==> config.mk <==
export PLATFORM = sky130hd
export DESIGN_NAME = knns_seq_td
export DESIGN_NICKNAME = d
export VERILOG_FILES = /design/src/rtl/knns_seq_td.sv
export SDC_FILE = /design/constraint.sdc
export NUM_CORES = 1
export LEC_CHECK = 0
export ABC_AREA = 1
export CAP_MARGIN = 20
export CORE_UTILIZATION = 45
export CTS_BUF_LIST = sky130_fd_sc_hd__clkbuf_2 sky130_fd_sc_hd__clkbuf_4 sky130_fd_sc_hd__clkbuf_8
export DETAILED_ROUTE_END_ITERATION = 12
export GPL_TIMING_DRIVEN = 0
export PLACE_DENSITY = 0.75
export SLEW_MARGIN = 20
export SYNTH_ARGS = -nofsm -noshare
export SYNTH_HDL_FRONTEND = slang
export SYNTH_SLANG_ARGS = --single-unit
==> constraint.sdc <==
create_clock -name clk -period 13.8 [get_ports clk]
set_clock_uncertainty 0.05 [all_clocks]
set_input_delay 1.38 -clock clk [delete_from_list [all_inputs] [get_ports clk]]
set_output_delay 1.38 -clock clk [all_outputs]
set_load 0.01 [all_outputs]
==> src/rtl/knns_seq_td.sv <==
// knns_seq_td: streaming k-nearest-neighbour selector using L1 (taxicab) distance.
// A query point is latched on start. Database points then stream in at up to
// one per cycle through a two-stage pipeline: stage 1 registers the distance,
// and stage 2 shift-inserts the point into a sorted array of K slots.
//
// Handshake: e_valid qualifies e_input/e_last in RUN and is never back-pressured.
// start restarts from IDLE, RUN or DONE. busy covers RUN and the pipeline drain.
// o_valid is held high from DONE until the next start.
module knns_seq_td #(
  parameter int W  = 15,
  parameter int K  = 4,
  parameter int CW = $clog2(K + 1)
) (
  input  logic                  clk,
  input  logic                  rst,
  input  logic                  start,
  input  logic [2*W-1:0]        g_input,
  input  logic                  e_valid,
  input  logic [2*W-1:0]        e_input,
  input  logic                  e_last,
  output logic                  busy,
  output logic                  o_valid,
  output logic [2*W*K-1:0]      o,
  output logic [(W+2)*K-1:0]    o_dist,
  output logic [CW-1:0]         o_count
);

  typedef enum logic [1:0] {IDLE, RUN, DRAIN, DONE} state_t;

  state_t           state_q, state_d;
  logic [2*W-1:0]   g_q, g_d;
  logic             s1_valid_q, s1_valid_d;
  logic [2*W-1:0]   s1_pt_q, s1_pt_d;
  logic [W+1:0]     s1_dist_q, s1_dist_d;
  logic [2*W-1:0]   pt_q [K];
  logic [2*W-1:0]   pt_d [K];
  logic [W+1:0]     dist_q [K];
  logic [W+1:0]     dist_d [K];
  logic             vld_q [K];
  logic             vld_d [K];
  logic [CW-1:0]    count_q, count_d;

  logic [W-1:0]     dx, dy;
  logic [W+1:0]     dist_new;
  logic [K-1:0]     beats;

  // Stage-1 distance: unsigned absolute differences summed without overflow.
  always_comb begin
    dx = (e_input[2*W-1:W] >= g_q[2*W-1:W]) ? (e_input[2*W-1:W] - g_q[2*W-1:W])
                                           : (g_q[2*W-1:W] - e_input[2*W-1:W]);
    dy = (e_input[W-1:0] >= g_q[W-1:0]) ? (e_input[W-1:0] - g_q[W-1:0])
                                       : (g_q[W-1:0] - e_input[W-1:0]);
    dist_new = {2'b00, dx} + {2'b00, dy};
  end

  // Per-slot comparators; strict less-than keeps earlier arrivals ahead on ties.
  // Because slots stay sorted with empty slots last, beats is a thermometer code.
  always_comb begin
    beats = '0;
    for (int j = 0; j < K; j++) begin
      beats[j] = s1_valid_q && (!vld_q[j] || (s1_dist_q < dist_q[j]));
    end
  end

  // Next-state: shift-insert, stage-1 capture and FSM; start overrides everything.
  always_comb begin
    state_d    = state_q;
    g_d        = g_q;
    s1_valid_d = 1'b0;
    s1_pt_d    = s1_pt_q;
    s1_dist_d  = s1_dist_q;
    count_d    = count_q;
    for (int j = 0; j < K; j++) begin
      pt_d[j]   = pt_q[j];
      dist_d[j] = dist_q[j];
      vld_d[j]  = vld_q[j];
    end

    // Stage 2: the lowest beaten slot takes the new point, the rest move down one.
    if (beats[0]) begin
      pt_d[0]   = s1_pt_q;
      dist_d[0] = s1_dist_q;
      vld_d[0]  = 1'b1;
    end
    for (int j = 1; j < K; j++) begin
      if (beats[j]) begin
        if (beats[j-1]) begin
          pt_d[j]   = pt_q[j-1];
          dist_d[j] = dist_q[j-1];
          vld_d[j]  = vld_q[j-1];
        end else begin
          pt_d[j]   = s1_pt_q;
          dist_d[j] = s1_dist_q;
          vld_d[j]  = 1'b1;
        end
      end
    end
    if ((|beats) && (count_q != CW'(K))) begin
      count_d = count_q + 1'b1;
    end

    case (state_q)
      RUN: begin
        if (!start && e_valid) begin
          s1_valid_d = 1'b1;
          s1_pt_d    = e_input;
          s1_dist_d  = dist_new;
          if (e_last) state_d = DRAIN;
        end
      end
      DRAIN: begin
        // The last point commits while s1_valid_q is high; finish on the cycle after.
        if (!s1_valid_q) state_d = DONE;
      end
      default: ;
    endcase

    if (start && (state_q != DRAIN)) begin
      state_d    = RUN;
      g_d        = g_input;
      s1_valid_d = 1'b0;
      count_d    = '0;
      for (int j = 0; j < K; j++) begin
        pt_d[j]   = '0;
        dist_d[j] = '1;
        vld_d[j]  = 1'b0;
      end
    end
  end

  // State and datapath registers with asynchronous reset.
  always_ff @(posedge clk or posedge rst) begin
    if (rst) begin
      state_q    <= IDLE;
      g_q        <= '0;
      s1_valid_q <= 1'b0;
      s1_pt_q    <= '0;
      s1_dist_q  <= '0;
      count_q    <= '0;
      for (int j = 0; j < K; j++) begin
        pt_q[j]   <= '0;
        dist_q[j] <= '1;
        vld_q[j]  <= 1'b0;
      end
    end else begin
      state_q    <= state_d;
      g_q        <= g_d;
      s1_valid_q <= s1_valid_d;
      s1_pt_q    <= s1_pt_d;
      s1_dist_q  <= s1_dist_d;
      count_q    <= count_d;
      for (int j = 0; j < K; j++) begin
        pt_q[j]   <= pt_d[j];
        dist_q[j] <= dist_d[j];
        vld_q[j]  <= vld_d[j];
      end
    end
  end

  // Outputs come straight from registers, so no path runs from e_input to any output.
  always_comb begin
    busy    = (state_q == RUN) || (state_q == DRAIN);
    o_valid = (state_q == DONE);
    o_count = count_q;
    o       = '0;
    o_dist  = '0;
    for (int j = 0; j < K; j++) begin
      o[2*W*j +: 2*W]        = pt_q[j];
      o_dist[(W+2)*j +: W+2] = dist_q[j];
    end
  end

endmodule

==> reports/qor.txt, run 1 <==
CTS sink cnt - 274
R2R Path Start - g_q[26]
Peak VDD IR - 0.08075 mV
Final Setup Violations - 0
Most frequent cells in the layout - nand2_1, inv_1, o21ai_0
Max Fclk - 195.5 MHz
Flip-flop and latch area - 6942 µm²
Wire per inst - 18.85 µm
PnR worst setup slack - 8685 ps
P_sw - 1.309 mW
Core ar. - 37,930 µm²
P_leak - 11.20 nW
Cell depth of the worst setup path - 20
Critical Path AT - 5540 ps
Ys flop type - dfrtp_1
Root Buffer - clkbuf_8
Startpoint Class - input pin
Worst r2r dst - s1_dist_q[9]
# DRC - 0
CP required - 14,220 ps
FFs w/ async S/R, synth - 100.0%
Largest stage delay on the critical path - 520 ps
Crit-path leading delay family - compound AO/OA/AOI/OAI gates
DR pass1 iterations - 6
Comb power frac - 39.9%
Hold Path Class - register to register
Largest net degree at the start of global routing - 104
Die area - 39,670 µm²
Fin. Hold Viols - 0
Die Wd - 199.2 µm
Clock buffer depth - 3
Row count - 71
Setup_tns - 0 ps
Iter 0 DRT Violations - 1,242
Slew Limit Fails - 0
Post-CTS Setup Repair Bufs - 0
Final nets - 2,814
Seq/Total Area, Yosys - 39.68%
Crit path from - e_input[26]
Dpl ws - 8004 ps
Number of flops mapped to enable cells by yosys - 0
Vias per inst - 5.284
Power per cell area - 147.4 nW/µm²
Total number of yosys warnings - 0
Relative slew slack - 31.65%
Via count - 16,656
H-tree lvl count - 2
Tmin final - 5115 ps
CTS tree - yes
Clock Latency Late Sink - 630 ps
Syn Inst Count - 2,297
RSZ-0062 raised after global routing - no
CTS Buf Count - 48
IO buf count - 257
WS Path Type - input pin to register
Hold WS - 456.5 ps
Initial antenna violation count - 0
CP max-delay cell - clkdlybuf4s50_1
Sequential share of power - 35.1%
Worst setup endpoint - s1_dist_q[9]
Worst Path Max Fanout - 10
Initial Util - 46.12%
CP bufs+invs - 4
Library cells used by synthesis - 51
Worst setup EP type - register
Vias in the first global route - 16,307
Syn-to-layout area delta - 24.49%
Clock network power share - 25.1%
N_diodes - 0
# IOs - 258
Layout cells sized above 1 - 10.26%
Outcome - finished, final reports clean
Detailed Place HPWL - 47,320 µm
Switching share of power - 40.79%
Final WL - 59,420 µm
GRT Total Usage - 30.47%
Multi-input gate area - 8602 µm²
Worst-Margin Slew - 1025 ps
Max Cap Violations - 0
Global-route wire length before repair - 92,080 µm
#FFs+latches synth - 274
Total power - 3.210 mW
Die height - 199.2 µm
Synthesized area per cell - 7.617 µm²
DP Area - 20,770 µm²
Reg2Reg Depth - 18
Hold Buf Count CTS - 0
Resize count post-CTS - 0
Commonest non-fill, non-tap cell in the layout - nand2_1
Cells along the critical path - clkdlybuf4s50_1 -> inv_1 -> ha_1 -> nand2_1 -> nor2_2 -> nand2_1 -> nor3_2 -> a41oi_1 -> nand2_4 -> inv_4 -> buf_6 -> o21ai_1 -> ha_1 -> nand3_1 -> nand3_1 -> a21oi_1 -> o21ai_0 -> a21oi_1 -> xor2_1 -> o21ai_0
Fillers - 3,583
Fin area - 21,780 µm²
Final Wtd Congestion - 0.9605
Total grt overflow - 0
Tcrit/Tclk final - 37.06%
ANT nets after route - 0
Internal power - 1.901 mW
Worst R2R Setup Slack - 9660 ps
Synthesized Nets - 2,505
Reg clk slew, reported paths - 60 ps
Post-Syn Area - 17,500 µm²
-- routing by layer --
layer | up-vias | share of wire, % | track usage [%] | wire length [µm]
met4 | 0 | 3.3 | 11.99 | 1980
met1 | 7858 | 42 | 40.33 | 25180
met5 | - | 0 | 0 | 0
met2 | 658 | 47 | 50.02 | 27750
met3 | 119 | 7.6 | 4.540 | 4508
li1 | 8021 | - | - | -
-- sequential cells by signal (all words and copies together), names as in the netlist --
signal and count:
vld_q 4, s1_valid_q 1, o_count 3, g_q 30
o 120, o_dist 68, state_q 2, s1_dist_q 16
s1_pt_q 30
-- power by group through the flow --
| stage | Clock, mW | Combinational (mW) | Sequential, mW |
|---|---|---|---|
| 6_report | 0.805 | 1.28 | 1.13 |
| 2_1_floorplan | 0 | 0.789 | 1.09 |
| 3_5_place_dp | 0 | 1.27 | 1.13 |
| 3_3_place_gp | 0 | 1.24 | 1.13 |
| 5_1_grt | 0.848 | 1.44 | 1.14 |
| 4_1_cts | 0.814 | 1.27 | 1.12 |
-- worst min path at each step --
stage / depth (start not counted) / start / slack (ps) / to
2_1_floorplan: 2 / vld_q[1] / 410 / vld_q[0]
3_3_place_gp: 2 / vld_q[3] / 440 / vld_q[3]
3_5_place_dp: 2 / vld_q[3] / 440 / vld_q[3]
4_1_cts: 2 / vld_q[3] / 450 / vld_q[3]
5_1_grt: 2 / o_dist[61] / 470 / o_dist[61]
6_report: 2 / vld_q[3] / 460 / vld_q[3]
-- final cells by class --
| cell class | count | area share [%] |
|---|---|---|
| timing repair buffer | 259 | 12.06 |
| clock buffer | 74 | 4.130 |
| tap | 511 | 2.935 |
| multi-input combinational | 1552 | 39.49 |
| clock inverter | 11 | 0.5113 |
| sequential | 274 | 31.87 |
| buffer | 97 | 2.493 |
| inverter | 374 | 6.503 |
-- synthesized netlist by cell type (2+ instances only) --
| library cell | number | area, µm² |
|---|---|---|
| o211ai_1 | 32 | 240.2 |
| ha_1 | 138 | 1727 |
| dfrtp_1 | 206 | 5155 |
| nand4_1 | 8 | 50.05 |
| buf_1 | 2 | 7.510 |
| clkbuf_1 | 30 | 112.6 |
| buf_4 | 14 | 105.1 |
| a21oi_4 | 2 | 32.53 |
| a31oi_1 | 4 | 25.02 |
| or2_2 | 4 | 25.02 |
| clkbuf_2 | 5 | 25.02 |
| inv_1 | 361 | 1355 |
| buf_6 | 10 | 112.6 |
| o21bai_1 | 8 | 60.06 |
| buf_2 | 36 | 180.2 |
| a21o_1 | 6 | 45.04 |
| o21ai_0 | 266 | 1331 |
| nand3_1 | 76 | 380.4 |
| a21boi_1 | 2 | 15.01 |
| xor2_1 | 41 | 359.1 |
| nor3_1 | 5 | 25.02 |
| nand2_4 | 3 | 33.78 |
| inv_2 | 10 | 37.54 |
| o22ai_1 | 5 | 31.28 |
| a21oi_2 | 3 | 26.28 |
| nand2_1 | 536 | 2012 |
| fa_1 | 5 | 100.1 |
| a21oi_1 | 156 | 780.8 |
| a21boi_0 | 3 | 22.52 |
| o21ai_2 | 3 | 26.28 |
| inv_4 | 2 | 12.51 |
| nor2_1 | 122 | 457.9 |
| o21ai_1 | 54 | 270.3 |
| xnor2_1 | 5 | 43.79 |
| a22oi_1 | 30 | 225.2 |
| nand2_2 | 15 | 93.84 |
| o21a_1 | 4 | 30.03 |
| nor2_2 | 5 | 31.28 |
| dfstp_2 | 68 | 1787 |
-- through the flow --
stage / instances / utilization (%)
3_3_place_gp: 3065 / 54.59
2_1_floorplan: 2297 / -
3_5_place_dp: 3067 / 54.75
5_1_grt: 3152 / 57.42
4_1_cts: 3152 / 57.42
6_report: 3152 / 57.42
-- worst register-to-register path: stages (launching register included) --
cell and delay, ps:
dfrtp_1 380, ha_1 420, nand2_1 160, nor2_2 190, nand2_1 120, nor3_2 170, a41oi_1 180, nand2_4 150
inv_4 70, buf_6 140, o21ai_1 470, ha_1 340, nand3_1 80, nand3_1 100, a21oi_1 240, o21ai_0 200
a21oi_1 230, xor2_1 200, o21ai_0 100
-- cell families after synthesis --
group | share of synthesized area [%]
adders and majority gates | 10.44
buffers and inverters | 11.16
xor gates and xnor gates | 2.303
AOI/OAI and AO/OA | 18.45
DFF | 39.68
and+or+nand+nor | 17.97
(Power assumes the default switching activity.)
==> inputs of run 2 (changes only) <==
--- a/config.mk
+++ b/config.mk
@@ -11,7 +11,7 @@
 export CTS_BUF_LIST = sky130_fd_sc_hd__clkbuf_2 sky130_fd_sc_hd__clkbuf_4 sky130_fd_sc_hd__clkbuf_8
 export DETAILED_ROUTE_END_ITERATION = 12
 export GPL_TIMING_DRIVEN = 0
-export PLACE_DENSITY = 0.75
+export PLACE_DENSITY = 0.78
 export SLEW_MARGIN = 20
 export SYNTH_ARGS = -nofsm -noshare
 export SYNTH_HDL_FRONTEND = slang
==> constraint.sdc (replaced) <==
create_clock -name clk -period 4.6 [get_ports clk]
set_clock_uncertainty 0.05 [all_clocks]
set_input_delay 0.46 -clock clk [delete_from_list [all_inputs] [get_ports clk]]
set_output_delay 0.46 -clock clk [all_outputs]
set_load 0.01 [all_outputs]
==> reports/qor.txt, run 2 (synthesis gave the netlist of run 1 again) <==
Core ar. - 37,930 µm²
Hold Buf Count CTS - 0
Fin. Hold Viols - 0
GR Util met3 - 5.705%
Fillers - 3,503
Dpl ws - -178.4 ps
ANT nets after route - 0
Grt peak-use layer - met2
Final WL - 58,890 µm
GRT Total Usage - 30.07%
# DRC - 0
H-tree lvl count - 2
Largest net degree at the start of global routing - 37
Dpl cells - 3,073
Non-Filler Instances - 3,159
DR pass1 iterations - 5
CP required - 5030 ps
Number of flip-flops in the largest register - 120
Total grt overflow - 0
CTS Buf Count - 48
Tmin final - 4099 ps
P_leak - 11.28 nW
Initial antenna violation count - 0
Final Setup Violations - 0
Final Wtd Congestion - 0.9481
Cells along the critical path - clkdlybuf4s50_1 -> inv_1 -> ha_1 -> inv_1 -> o21bai_1 -> a21boi_1 -> o21ai_2 -> nand2_1 -> nand2_2 -> nand2_2 -> nand2_4 -> inv_4 -> buf_6 -> o21ai_1 -> ha_1 -> nand3_1 -> nand3_1 -> a21oi_1 -> o21ai_0 -> a21oi_1 -> xor2_1 -> o21ai_0
Outcome - finished, final reports clean
Clock buffer depth - 3
Crit-path leading delay family - compound AO/OA/AOI/OAI gates
Resize count post-CTS - 0
CP bufs+invs - 5
Final Util - 57.90%
WS Path Type - input pin to register
M2 GR Usage - 49.32%
Clock Latency Late Sink - 630 ps
Final nets - 2,820
Vias in the first global route - 16,616
Root Buffer - clkbuf_8
CTS sink cnt - 274
Syn-to-layout area delta - 25.53%
Layout cells sized above 1 - 10.54%
Power per cell area - 444.3 nW/µm²
# IOs - 258
Setup_tns - 0 ps
Hold Path Class - input pin to asynchronous set/reset pin
CTS tree - yes
Post-CTS Setup Repair Bufs - 0
Max Fclk - 243.9 MHz
Slew Limit Fails - 0
Relative slew slack - 41.53%
Most frequent cells in the layout - nand2_1, inv_1, o21ai_0
RSZ-0062 raised after global routing - no
Die height - 199.2 µm
Global-route wire length before repair - 91,590 µm
Hold WS - 134.4 ps
Commonest non-fill, non-tap cell in the layout - nand2_1
Worst setup EP type - register
Initial Util - 46.12%
Reg clk slew, reported paths - 60 ps
Max Cap Violations - 0
Grt met1 use - 39.06%
IO buf count - 257
Die Wd - 199.2 µm
N_diodes - 0
Critical Path AT - 4530 ps
Worst-Margin Slew - 877.0 ps
Peak VDD IR - 0.2511 mV
Worst Path Max Fanout - 10
Largest stage delay on the critical path - 500 ps
Startpoint Class - input pin
Wire per inst - 18.64 µm
Worst R2R Setup Slack - 510 ps
Via count - 16,827
Vias per inst - 5.327
CP max-delay cell - clkdlybuf4s50_1
Detailed Place HPWL - 47,150 µm
PnR worst setup slack - 500.8 ps
Iter 0 DRT Violations - 1,352
Row count - 71
Tcrit/Tclk final - 89.11%
Die area - 39,670 µm²
==> run 2: cell types whose count changed in the layout (fill, tap and decap cells not counted), moves of 2 or more <==
cell      previous run  this run
buf_12               0         8
clkbuf_4            19        13
clkbuf_8            55        60
buf_16               2         0
clkinv_8             0         2
==> run 2: metrics by stage <==
stage / total power, mW / cell area (µm²)
floorplan: 5.639 / 17500
global placement: 7.045 / 20710
detailed placement: 7.164 / 20870
CTS: 9.743 / 21960
global route: 10.40 / 21960
finish: 9.759 / 21960
==> run 2: worst paths after layout <==
check,from,endpoint,depth (start not counted)
max,e_input[21],s1_dist_q[9],22
min,rst,o[56],2
max reg2reg,g_q[21],s1_dist_q[9],20
min reg2reg,o_dist[3],o_dist[20],2
max in group asynchronous,rst,o_dist[4],6
min in group clk,g_input[22],g_q[22],3
==> run 2: metal layers <==
metal,routed length (µm),vias to the layer above
li1,-,8056
met2,27660,690
met3,4647,107
met4,2002,0
met1,24590,7974
met5,0,-
==> run 2: cell type report <==
class                   instances  area [µm²]  share of cell area [%]
inverters                     374        1413                   6.432
plain buffers                  97       544.3                   2.478
multi-input cells            1552        8602                   39.17
clock buffers                  73       923.4                   4.204
clock inverters                13       166.4                  0.7577
repair buffers                265        2733                   12.44
well taps                     511       639.4                   2.911
flip-flops and latches        274        6942                   31.61
==> run 2: where the power goes <==
| part | leakage [nW] | switching, mW | internal, mW |
|---|---|---|---|
| sequential | 3.42 | 0.523 | 2.85 |
| clock | 0.579 | 1.10 | 1.46 |
| combinational | 7.28 | 2.32 | 1.50 |
